File: src/rtl/alu_tile_sched.sv
`default_nettype none
// ------------------------------------------------------------------------
// alu_tile_sched: round-robin, credit-limited issue scheduler for one ALU tile
// Rev 1.0
// ------------------------------------------------------------------------
module alu_tile_sched #(
  parameter int NUM_PORTS       = 5,
  parameter int DATA_W          = 64,
  parameter int CTRL_W          = 16,
  parameter int MAX_OUTSTANDING = 4,
  parameter int TAG_W           = 3
) (
  input  logic                        clk,
  input  logic                        rst_n,
  input  logic [NUM_PORTS-1:0]        req_valid,
  output logic [NUM_PORTS-1:0]        req_ready,
  input  logic [NUM_PORTS*DATA_W-1:0] req_a,
  input  logic [NUM_PORTS*DATA_W-1:0] req_b,
  input  logic [NUM_PORTS*CTRL_W-1:0] req_ctrl,
  output logic                        alu_valid,
  input  logic                        alu_ready,
  output logic [DATA_W-1:0]           alu_a,
  output logic [DATA_W-1:0]           alu_b,
  output logic [CTRL_W-1:0]           alu_ctrl,
  output logic [TAG_W-1:0]            alu_tag,
  input  logic                        alu_res_valid,
  input  logic [DATA_W-1:0]           alu_res_data,
  input  logic [TAG_W-1:0]            alu_res_tag,
  output logic [NUM_PORTS-1:0]        res_valid,
  output logic [DATA_W-1:0]           res_data,
  output logic [3:0]                  outstanding,
  output logic [1:0]                  err
);

  localparam logic [TAG_W:0]   c_ports_ext = (TAG_W+1)'(NUM_PORTS);
  localparam logic [TAG_W-1:0] c_last_port = TAG_W'(NUM_PORTS-1);
  localparam logic [3:0]       c_max_out   = 4'(MAX_OUTSTANDING);

  logic [NUM_PORTS-1:0] r_hold_valid;
  logic [DATA_W-1:0]    r_hold_a    [NUM_PORTS];
  logic [DATA_W-1:0]    r_hold_b    [NUM_PORTS];
  logic [CTRL_W-1:0]    r_hold_ctrl [NUM_PORTS];
  logic [TAG_W-1:0]     r_rr_ptr;
  logic                 r_alu_valid;
  logic [DATA_W-1:0]    r_alu_a;
  logic [DATA_W-1:0]    r_alu_b;
  logic [CTRL_W-1:0]    r_alu_ctrl;
  logic [TAG_W-1:0]     r_alu_tag;
  logic [NUM_PORTS-1:0] r_res_valid;
  logic [DATA_W-1:0]    r_res_data;
  logic [3:0]           r_outstanding;
  logic [1:0]           r_err;

  logic [TAG_W:0]       w_idx;
  logic                 w_found;
  logic [TAG_W-1:0]     w_winner;
  logic [TAG_W-1:0]     w_next_ptr;
  logic                 w_slot_free;
  logic                 w_credit_ok;
  logic                 w_grant;
  logic                 w_res_ok;
  logic                 w_dec;

  // Search from r_rr_ptr upward, wrapping at NUM_PORTS; first hit wins.
  always_comb begin
    w_found  = 1'b0;
    w_winner = '0;
    w_idx    = '0;
    for (int k = 0; k < NUM_PORTS; k++) begin
      w_idx = {1'b0, r_rr_ptr} + (TAG_W+1)'(k);
      if (w_idx >= c_ports_ext) w_idx = w_idx - c_ports_ext;
      if (!w_found && r_hold_valid[w_idx[TAG_W-1:0]]) begin
        w_found  = 1'b1;
        w_winner = w_idx[TAG_W-1:0];
      end
    end
  end

  assign w_next_ptr  = (w_winner == c_last_port) ? '0 : w_winner + TAG_W'(1);
  assign w_slot_free = ~r_alu_valid | alu_ready;
  assign w_credit_ok = r_outstanding < c_max_out;
  assign w_grant     = w_slot_free & w_found & w_credit_ok;
  assign w_res_ok    = {1'b0, alu_res_tag} < c_ports_ext;
  assign w_dec       = alu_res_valid && (r_outstanding != 4'd0);

  always_ff @(posedge clk or negedge rst_n) begin
    if (!rst_n) begin
      r_hold_valid <= '0;
      for (int i = 0; i < NUM_PORTS; i++) begin
        r_hold_a[i]    <= '0;
        r_hold_b[i]    <= '0;
        r_hold_ctrl[i] <= '0;
      end
    end else begin
      for (int i = 0; i < NUM_PORTS; i++) begin
        if (w_grant && (w_winner == TAG_W'(i))) begin
          r_hold_valid[i] <= 1'b0;
        end else if (req_valid[i] && !r_hold_valid[i]) begin
          r_hold_valid[i] <= 1'b1;
          r_hold_a[i]     <= req_a[i*DATA_W +: DATA_W];
          r_hold_b[i]     <= req_b[i*DATA_W +: DATA_W];
          r_hold_ctrl[i]  <= req_ctrl[i*CTRL_W +: CTRL_W];
        end
      end
    end
  end

  // Operands stay put when the slot empties; only alu_valid drops.
  always_ff @(posedge clk or negedge rst_n) begin
    if (!rst_n) begin
      r_alu_valid <= 1'b0;
      r_alu_a     <= '0;
      r_alu_b     <= '0;
      r_alu_ctrl  <= '0;
      r_alu_tag   <= '0;
      r_rr_ptr    <= '0;
    end else if (w_grant) begin
      r_alu_valid <= 1'b1;
      r_alu_a     <= r_hold_a[w_winner];
      r_alu_b     <= r_hold_b[w_winner];
      r_alu_ctrl  <= r_hold_ctrl[w_winner];
      r_alu_tag   <= w_winner;
      r_rr_ptr    <= w_next_ptr;
    end else if (w_slot_free) begin
      r_alu_valid <= 1'b0;
    end
  end

  always_ff @(posedge clk or negedge rst_n) begin
    if (!rst_n) begin
      r_outstanding <= '0;
      r_res_valid   <= '0;
      r_res_data    <= '0;
      r_err         <= '0;
    end else begin
      case ({w_grant, w_dec})
        2'b10:   r_outstanding <= r_outstanding + 4'd1;
        2'b01:   r_outstanding <= r_outstanding - 4'd1;
        default: r_outstanding <= r_outstanding;
      endcase
      r_res_valid <= (alu_res_valid && w_res_ok) ? (NUM_PORTS'(1) << alu_res_tag) : '0;
      if (alu_res_valid && w_res_ok) r_res_data <= alu_res_data;
      if (alu_res_valid && (r_outstanding == 4'd0)) r_err[0] <= 1'b1;
      if (alu_res_valid && !w_res_ok) r_err[1] <= 1'b1;
    end
  end

  assign req_ready   = ~r_hold_valid;
  assign alu_valid   = r_alu_valid;
  assign alu_a       = r_alu_a;
  assign alu_b       = r_alu_b;
  assign alu_ctrl    = r_alu_ctrl;
  assign alu_tag     = r_alu_tag;
  assign res_valid   = r_res_valid;
  assign res_data    = r_res_data;
  assign outstanding = r_outstanding;
  assign err         = r_err;

endmodule
`default_nettype wire

File: config.mk
export PLATFORM = sky130hd
export DESIGN_NAME = alu_tile_sched
export DESIGN_NICKNAME = d
export VERILOG_FILES = /design/src/rtl/alu_tile_sched.sv
export SDC_FILE = /design/constraint.sdc
export NUM_CORES = 1
export LEC_CHECK = 0
export BUFFER_PORTS_ARGS = -buffer_cell sky130_fd_sc_hd__buf_2
export CORE_AREA = 2 2 397 399
export DETAILED_ROUTE_END_ITERATION = 10
export DIE_AREA = 0 0 399 401
export PLACE_DENSITY = 0.51
export SLEW_MARGIN = 20
export SYNTH_ARGS = -nofsm -noshare
export SYNTH_HDL_FRONTEND = slang
export SYNTH_SLANG_ARGS = --single-unit
File: constraint.sdc
create_clock -name clk -period 11.07 [get_ports clk]
set_input_delay 0.5535 -clock clk [delete_from_list [all_inputs] [get_ports clk]]
set_output_delay 0.5535 -clock clk [all_outputs]
set_load 0.005 [all_outputs]
==> flow_summary.ini <==
[final_layout]
areaGrowthSynthToFinish_pct = 38.01
drive_gt1_frac = 0.3703
layout.nets = 5826
final_area_um2 = 60060
num-fill-cells = 15290

[timing]
drv_slew = 0
post-route-period-util = 0.5990
worst_pin_slew_ns = 1.098
fin_skew_ns = 0.05689
finalHoldViolations = 0
max_freq_ghz = 0.1508
post-route-min-period_ns = 6.631
finalSetupTns_ns = 0
setup_viol = 0
max_slew_margin = 0.2681
rsz0062_at_grt = false

[synthesis]
synth_area_leader_cell = dfrtp_1
syn_area_per_cell_um2 = 12.20
synth_top_area_frac = 0.5469
synth_cell_type_count = 66
ys_top_cells_by_count = dfrtp_1 (951), mux2_2 (609), clkbuf_1 (245)
yosys_warnings = 0
ys_top_cells_by_area = dfrtp_1 (55%), mux2_2 (16%), mux2_1 (4.7%), a41oi_1 (2.9%), a21o_1 (2.6%)
yosys_register_bits = 951
syn-instance-count = 3568
synth_edf_count = 0
synthArstFlopShare = 1.000
synth.most_common_cell = dfrtp_1
synthesis.area_um2 = 43520
synth_nets = 4382
ys_seq_area_frac = 0.5469
synth_flop_cell = dfrtp_1

[critical_path]
endpoint_kind = flop
criticalPathCategory = flop to flop
worst_ep_required_time_ns = 11.69
cp-start-kind = flop
critPathArrivalTime_ns = 7.25
path_max_fanout = 60

[clocking]
cts_htree_levels = 3
postCtsSetupBuffers = 0
clock-sinks = 951
cts_buffer_depth = 3
ctsHoldBuffers = 561
cts-root-buf = clkbuf_16
clkLatencyLatePin_ns = 0.74
post_cts_resized = 0
cts_buffers = 111
clk_pin_slew_ns = 0.06
tritoncts = built

[global_route]
grt.total_usage = 0.2157
antenna_found_initial = 55
grt-ovfl-total = 0
grt_pass1_vias = 36830
grt_max_degree = 156
grt_pass1_wl_um = 257300

[worst_hold_path]
hold_class = input port to flop

[power_and_ir_drop]
ir_drop_v = 0.0003759
power_density_nw_per_um2 = 359.1
p_leak_nw = 26.52
p_total_w = 0.02157

[floorplanning]
rows = 145
die_area_um2 = 160000
core-area_um2 = 155700
start_util = 0.2796
dieWidth_um = 399
io_pins = 1024
fp.dieH_um = 401

[drt]
ant_nets = 0
first_pass_iters = 5
drc_errors = 0
drtIter0Drc = 2432
wl_um = 177500
vias = 35960
avgRoutedWirePerCell_um = 24.68
via_per_inst = 4.998

[place]
hpwl_um = 121600
portBuffers = 1023
dpl-instance-area_um2 = 50580
gp_congestion = 0.8974

[run_status]
outcome = complete, no violations

[run]
maxCapViolations = 0
## sequential cells by signal, indices dropped and copies added (netlist names), 16 cells and up
signal	cells
r_hold_a	320
r_hold_b	320
r_hold_ctrl	80
alu_a	64
alu_b	64
res_data	64
alu_ctrl	16
## path summary, 6_finish.rpt
kind | start | to | slack, ns | cells past startpoint
max in group asynchronous | rst_n | r_hold_b[44] | 8.43 | 4
worst min register to register | r_hold_b[232] | r_hold_b[232] | 0.48 | 1
worst min-delay path | req_b[80] | r_hold_b[208] | 0.07 | 2
worst max register to register | r_rr_ptr[0] | r_hold_a[198] | 4.44 | 18
min in group asynchronous | rst_n | outstanding[0] | 0.44 | 2
worst max-delay path | r_rr_ptr[0] | r_hold_a[198] | 4.44 | 18
## routing by layer
layer / vias to the layer above / part of all wire / global-route usage
met5: - / 0.00039 / 0
met3: 280 / 0.061 / 0.04258
li1: 15990 / - / -
met1: 18480 / 0.44 / 0.2935
met2: 1194 / 0.47 / 0.3441
met4: 12 / 0.033 / 0.06708
## where the power goes
group	total (W)	switching, W	internal (W)
Combinational	0.0117	0.00739	0.00426
Sequential	0.00610	0.000939	0.00516
Clock	0.00381	0.00159	0.00222
Total	0.0216	0.00992	0.0116
## critical path, cell delays in order (launching register included)
cell      delay (ns)
dfrtp_1         0.36
buf_4           0.24
inv_1           0.24
ha_1            0.20
inv_1           0.05
fa_1            0.42
a21o_1          0.26
mux2_2          0.29
nor3_1          0.59
or2_2           0.25
a211oi_1        0.06
o311ai_0        0.56
o31ai_4         0.13
buf_4           0.37
ha_1            0.35
a311oi_4        0.40
buf_4           0.55
buf_4           0.65
mux2_2          0.41
## stage by stage
step                      hold WS [ns]  setup slack, ns    util  instances
final                          0.06553            4.439  0.3858       7194
after global routing          0.009490            4.085  0.3857       7186
after CTS                   0.00006428            4.436  0.3851       7161
after detailed placement        0.4615            4.408  0.3250       6395
after global placement          0.4373            4.472  0.3250       6395
after floorplan                 0.2579            5.773       -       3568
## layout make-up
cell class	count	area (um^2)	share of cell area
sequential	951	23800	0.3962
clock buffer	170	3291	0.05479
antenna	32	80.08	0.001333
multi-input combinational	2279	18420	0.3066
timing repair buffer	1647	11350	0.1890
tap	2058	2575	0.04287
clock inverter	35	460.4	0.007667
inverter	22	87.58	0.001458
## layout by cell type (no fill, tap or decap), types with 31 or more instances in the layout
cell	netlist	routed
a21boi_0	144	144
a21o_1	150	150
a41oi_1	144	144
and3_1	145	145
buf_2	45	1022
buf_4	21	53
clkbuf_1	245	31
clkbuf_16	0	112
dfrtp_1	951	951
diode_2	0	32
dlygate4sd3_1	0	561
mux2_1	180	180
mux2_2	609	609
nand2_1	164	163
nand3_1	149	148
nor2_1	161	161
o211ai_1	148	148
o21ai_0	153	153
## logic make-up (layout without fill, tap and decap cells)
group | after synthesis | count (layout) | share of synthesized area
flops | 951 | 951 | 0.5469
mux | 798 | 798 | 0.2065
compound gates | 787 | 787 | 0.1335
simple gates | 667 | 667 | 0.07352
buf+inv | 338 | 1874 | 0.03226
fa+ha+maj | 18 | 18 | 0.005520
xor+xnor | 9 | 9 | 0.001811
other cells | 0 | 32 | 0
Note: power is estimated with default switching activity, not from simulation.
